<file path="src/rtl/tt_um_fifo_flags.sv">
// Parametrised single-clock FIFO with fill count, programmable almost-full/almost-empty
// thresholds, sticky overflow/underflow flags, synchronous flush and a read-valid strobe.
module tt_um_fifo_flags #(
   parameter int unsigned WIDTH         = 8,
   parameter int unsigned DEPTH         = 16,
   parameter int unsigned AFULL_THRESH  = 12,
   parameter int unsigned AEMPTY_THRESH = 2
) (
   input  logic                      clk,
   input  logic                      reset_n,
   input  logic                      flush,
   input  logic                      wr_en,
   input  logic [WIDTH-1:0]          wr_data,
   input  logic                      rd_en,
   output logic [WIDTH-1:0]          rd_data,
   output logic                      rd_valid,
   output logic                      full,
   output logic                      empty,
   output logic                      almost_full,
   output logic                      almost_empty,
   output logic [$clog2(DEPTH):0]    count,
   output logic                      overflow,
   output logic                      underflow
);

   localparam int unsigned AW = $clog2(DEPTH);
   localparam int unsigned CW = AW + 1;

   logic [WIDTH-1:0] mem [DEPTH];
   logic [AW:0]      wr_ptr;
   logic [AW:0]      rd_ptr;
   logic             wr_acc;
   logic             rd_acc;
   logic [CW-1:0]    count_nxt;

   // Accepts are qualified by the registered flags; flush masks both requests.
   always_comb begin
      wr_acc = 1'b0;
      rd_acc = 1'b0;
      if (!flush) begin
         wr_acc = wr_en & ~full;
         rd_acc = rd_en & ~empty;
      end
   end

   // Next fill level; flags are registered from this so they move with count.
   always_comb begin
      count_nxt = count;
      if (flush) begin
         count_nxt = '0;
      end else begin
         unique case ({wr_acc, rd_acc})
            2'b10:   count_nxt = count + CW'(1);
            2'b01:   count_nxt = count - CW'(1);
            default: count_nxt = count;
         endcase
      end
   end

   // Storage array; contents are deliberately left unreset.
   always_ff @(posedge clk) begin
      if (wr_acc) begin
         mem[wr_ptr[AW-1:0]] <= wr_data;
      end
   end

   always_ff @(posedge clk or negedge reset_n) begin
      if (!reset_n) begin
         wr_ptr <= '0;
         rd_ptr <= '0;
      end else if (flush) begin
         wr_ptr <= '0;
         rd_ptr <= '0;
      end else begin
         if (wr_acc) begin
            wr_ptr <= wr_ptr + CW'(1);
         end
         if (rd_acc) begin
            rd_ptr <= rd_ptr + CW'(1);
         end
      end
   end

   // Read port: rd_data holds across idle cycles and flush.
   always_ff @(posedge clk or negedge reset_n) begin
      if (!reset_n) begin
         rd_data  <= '0;
         rd_valid <= 1'b0;
      end else begin
         rd_valid <= rd_acc;
         if (rd_acc) begin
            rd_data <= mem[rd_ptr[AW-1:0]];
         end
      end
   end

   always_ff @(posedge clk or negedge reset_n) begin
      if (!reset_n) begin
         count        <= '0;
         full         <= 1'b0;
         empty        <= 1'b1;
         almost_full  <= 1'b0;
         almost_empty <= 1'b1;
      end else begin
         count        <= count_nxt;
         full         <= (count_nxt == CW'(DEPTH));
         empty        <= (count_nxt == CW'(0));
         almost_full  <= (count_nxt >= CW'(AFULL_THRESH));
         almost_empty <= (count_nxt <= CW'(AEMPTY_THRESH));
      end
   end

   // Sticky error flags, cleared only by flush or reset.
   always_ff @(posedge clk or negedge reset_n) begin
      if (!reset_n) begin
         overflow  <= 1'b0;
         underflow <= 1'b0;
      end else if (flush) begin
         overflow  <= 1'b0;
         underflow <= 1'b0;
      end else begin
         if (wr_en && full) begin
            overflow <= 1'b1;
         end
         if (rd_en && empty) begin
            underflow <= 1'b1;
         end
      end
   end

endmodule
</file>
<file path="config.mk">
export PLATFORM = sky130hd
export DESIGN_NAME = tt_um_fifo_flags
export DESIGN_NICKNAME = d
export VERILOG_FILES = /design/src/rtl/tt_um_fifo_flags.sv
export SDC_FILE = /design/constraint.sdc
export NUM_CORES = 1
export LEC_CHECK = 0
export CAP_MARGIN = 20
export CORE_ASPECT_RATIO = 1.25
export CORE_UTILIZATION = 39
export CTS_CLUSTER_DIAMETER = 150
export DETAILED_ROUTE_END_ITERATION = 7
export SETUP_SLACK_MARGIN = 0.5
export SYNTH_ARGS = -nofsm -noshare
export SYNTH_HDL_FRONTEND = slang
export SYNTH_SLANG_ARGS = --single-unit
export TNS_END_PERCENT = 50
</file>
<file path="constraint.sdc">
create_clock -name clk -period 2.47 [get_ports clk]
set_input_delay 0.3705 -clock clk [delete_from_list [all_inputs] [get_ports clk]]
set_output_delay 0.3705 -clock clk [all_outputs]
set_load 0.005 [all_outputs]
</file>
==> metrics.sh <==
CRITICAL_PATH.STARTPOINT='empty'
MAPPEDNETLISTNETS=378
CLOCK_TRANSITION_AT_THE_REGISTERS_OF_THE_REPORTED_PATHS_NS=0.06
WORST_IR_DROP_VDD_mV=0.4779
SYNTH_XOR_AREA_SHARE_PCT=1.346
INITIAL_CORE_UTIL_PCT=39.76
FINALWEIGHTEDCONGESTION=0.8174
CORE_AR_MM2=0.01614
CTS_INSERTED_BUFFERS=17
MAX_SLEW.WORST_PIN.SLEW_NS=0.6830
LAYOUT_WORST_PATH_CYCLE_SHARE_PCT=99.23
REG2REG_SETUP_SLACK_NS=0.02
SYNTHESIZED_AREA_FRACTION_OCCUPIED_BY_AND_OR_NAND_NOR_CELLS_PCT=7.275
FINAL_MAX_SLEW_VIOL_COUNT=0
CRIT_PATH_START_KIND='flop'
WORSTSETUPENDPOINTTYPE='flop'
CRITICAL_PATH_ARRIVAL_NS=2.79
USE_MET2_PCT=28.67
LAYOUT_MIN_CYCLE_TIME_NS=2.451
TIMING.CRITICAL_PATH.SLOWEST_STAGE_CELL='or4_4'
TIMING.HOLD.WORST.CLASS='in2async'
FINAL_LAYOUT_SIZE_SUFFIX_GT1_SHARE_PCT=31.40
ANTENNA_FOUND_INITIAL=0
DP_HPWL_UM=8703
SYNTH_SEQ_AREA_SHARE_PCT=70.88
FINAL.SETUP.WORST_SLACK_NS=0.01902
TIMING.RR.END='almost_empty'
WORST_PATH_LARGEST_CELL_DELAY_NS=0.49
SYNTH_EDF_COUNT=128
MAXIMUM_NUMBER_OF_PINS_ON_ONE_NET_BEFORE_GLOBAL_ROUTE_REPAIR=36
PRECTSSETUPSLACK_NS=-0.4497
REGTOREGSTARTPOINT='empty'
SYNTH_FA_HA_AREA_SHARE_PCT=1.365
GRT_PASS1_VIAS=3457
ACHIEVABLE-FREQUENCY_MHz=408.0
INSERTEDDIODECOUNT=0
POST_SYNTH_INST_COUNT=358
FINAL.SETUP_SKEW_NS=0.008895
FINISH.NET_COUNT=456
POWER_DENSITY_mW_PER_MM2=770.5
SETUP-VIOLATIONS-FINAL=0
PLACEMENTROWS=52
MET1_USAGE_PCT=20.48
SYNTH.LIB_CELLS_USED.DISTINCT=47
YOSYS_WARNINGS=0
WL_UM=13480
DRC=0
FIN_WORST_HOLD_SLACK_NS=0.3387
FIN_SETUP_TNS_NS=0
MAX-CLOCK-PATH-BUFFERS=2
P_LEAK_nW=2.851
SYNTH-COMPOUND-AREA-SHARE_PCT=2.809
VIAS=3448
CTS_H_TREE_LVLS=4
DRT_PASS1_ITERATIONS=4
DETAIL_ROUTED_NET_LENGTH_PER_STANDARD_CELL_UM=20.27
CLOCK-ROOT-BUFFER='clkbuf_16'
FLOORPLAN.DIE.WIDTH_UM=116.7
SYN_AREA_PER_CELL_UM2=17.92
DIE_AREA_MM2=0.01697
IO_PINS=33
FLOP_AND_LATCH_COUNT_OUT_OF_SYNTHESIS=156
CLKSINKCOUNT=156
ASYNCSETRESETFLOPFRACSYNTH_PCT=17.95
SLEW_HEADROOM_PCT=54.47
SYN_TO_FINAL_GROWTH_PCT=25.84
CP.REQUIRED_NS=2.81
GRT_SETUP_UNREPAIRED='yes'
RUN_STATUS='finished clean'
POST_SYNTH_MUX_AREA_SHARE_PCT=14.36
DETAIL_ROUTE.ITER0.VIOLATIONS=237
CRITICAL_PATH_PEAK_FANOUT=3
DRV.MAX_CAP_VIOLATION_COUNT=0
PLACE.PORT_BUFFERS=32
MAIN_COMBINATIONAL_CELL_FAMILY_BY_AREA_AFTER_SYNTHESIS='multiplexers'
GRT_PASS1_WL_UM=20150
MOST_INSTANTIATED_FLIP_FLOP_CELL_IN_THE_SYNTHESIS_NETLIST='edfxtp_1'
CP-ENDPOINT='almost_empty'
DETAIL-ROUTE-ANTENNA-NETS=0
CELLS_TRAVERSED_ALONG_THE_WORST_TIMING_PATH='or3b_4 > clkinv_4 > nand2_4 > xnor2_2 > ha_2 > a21oi_2 > a21boi_4 > or4_4 > a21o_1 > a41o_1'
FINAL-INSTANCE-COUNT-EXCL-FILL=665
GRT.TOTAL_USAGE_PCT=16.53
CLK_LATENCY_NS=0.41
PER_CELL_VIA_COUNT_IN_THE_ROUTED_DESIGN=5.185
CELL_TOTAL_AFTER_PLACEMENT=624
FLOORPLAN.DIE.HEIGHT_UM=145.4
TOP_USAGE_LAYER='met2'
TIMING_WORST_SETUP_PATH_TYPE='reg2reg'
HOLD_BUFFERS=0
HOLD_VIOL=0
GRT.MET3_USAGE_PCT=3.207
GRT_OVERFLOW_TOTAL=0
NETLIST_AREA_MM2=0.006415
R2R.WORST_PATH.CELLS=10
CTS_TREE='built'
## stage by stage
stage / utilization [%] / instance area, um2 / power, W
5_1_grt: 50.03 / 8073 / 0.006439
4_1_cts: 49.04 / 7913 / 0.006235
2_1_floorplan: - / 6452 / 0.003323
3_5_place_dp: 45.09 / 7276 / 0.003627
6_report: 50.03 / 8073 / 0.006220
3_3_place_gp: 45.09 / 7276 / 0.003613
## where the power goes
group	internal (W)	leakage, nW	switching, W	total (W)
sequential	0.00294	1.52	0.0000591	0.00300
clock	0.00161	0.273	0.000984	0.00260
combinational	0.000354	1.06	0.000271	0.000625
## logic make-up (layout without fill, tap and decap cells)
kind of cell    after synthesis  after routing
compound gates               23             23
xor+xnor                      9              9
fa+ha+maj                     7              7
buf+inv                      28            119
flops                       156            156
mux                          42             42
simple gates                 93             93
## layer usage
metal  part of all wire [%]  vias up
li1                       -     1555
met1                     40     1813
met2                     55       70
met3                    3.1       10
met4                    1.1        0
met5                      0        -
## critical path: cells and delay by family (launching register included)
| kind | cells | cell delay (ns) |
|---|---|---|
| buf+inv | 1 | 0.07 |
| compound gates | 4 | 0.64 |
| simple gates | 3 | 0.95 |
| fa+ha+maj | 1 | 0.20 |
| xor+xnor | 1 | 0.13 |
| flops | 1 | 0.39 |
## Yosys cell counts (2+ instances only)
library cell | instances | area [um2]
edfxtp_1 | 128 | 3844
mux4_2 | 40 | 900.9
nand2_1 | 32 | 120.1
dfrtp_1 | 26 | 650.6
nor2_1 | 25 | 93.84
clkbuf_1 | 14 | 52.55
and3_1 | 8 | 50.05
ha_1 | 7 | 87.58
a21oi_1 | 6 | 30.03
inv_1 | 6 | 22.52
xor2_1 | 5 | 43.79
buf_2 | 4 | 20.02
nor2b_1 | 4 | 25.02
and2_1 | 3 | 18.77
nand2b_1 | 3 | 18.77
nand3b_1 | 3 | 22.52
nor4b_1 | 3 | 26.28
o31ai_1 | 3 | 22.52
xnor2_1 | 3 | 26.28
a41o_1 | 2 | 20.02
dfstp_2 | 2 | 52.55
mux2i_1 | 2 | 20.02
nand4_1 | 2 | 12.51
o22ai_1 | 2 | 12.51
or3_1 | 2 | 12.51
or3b_2 | 2 | 17.52
## layout make-up
type	count	area, um2
fill	1393	8063
sequential	156	4549
multi-input combinational	174	1836
timing repair buffer	80	790.8
clock buffer	21	450.4
tap	216	270.3
clock inverter	11	145.1
inverter	7	31.28
## sequential cells by signal, indices dropped and copies added (netlist names)
name          count
mem             128
underflow         1
almost_full       1
empty             1
wr_ptr            4
count             5
overflow          1
rd_data           8
full              1
rd_valid          1
rd_ptr            4
almost_empty      1
## how the worst min path moves through the flow
stage	slack [ns]	end	cells after the start
global placement	0.46	rd_data[4]	2
CTS	0.35	rd_data[1]	2
floorplan	0.07	almost_full	0
global route	0.37	rd_data[1]	2
finish	0.34	rd_valid	2
detailed placement	0.47	rd_data[1]	2
## timing repair
action                     4_1_cts  5_1_grt
setup endpoints to repair       17       18
hold endpoints to repair         0        0
gates cloned                     0        4
pin swaps                        6        4
gates resized for setup          8        9
buffers inserted                 2        3
## cell usage in the layout, fill, tap and decap left out, types with 3 or more instances in the layout
cell,synthesis,layout
a21oi_1,6,4
and2_1,3,3
and3_1,8,8
buf_12,0,4
buf_4,1,39
bufinv_16,0,3
clkbuf_1,14,3
clkbuf_16,0,20
clkdlybuf4s50_1,0,29
clkinvlp_4,0,5
dfrtp_1,26,24
edfxtp_1,128,128
ha_1,7,5
inv_1,6,6
mux4_2,40,40
nand2_1,32,31
nand2b_1,3,3
nand3b_1,3,3
nor2_1,25,25
nor2b_1,4,4
xor2_1,5,5
Note: power is estimated with default switching activity, not from simulation.
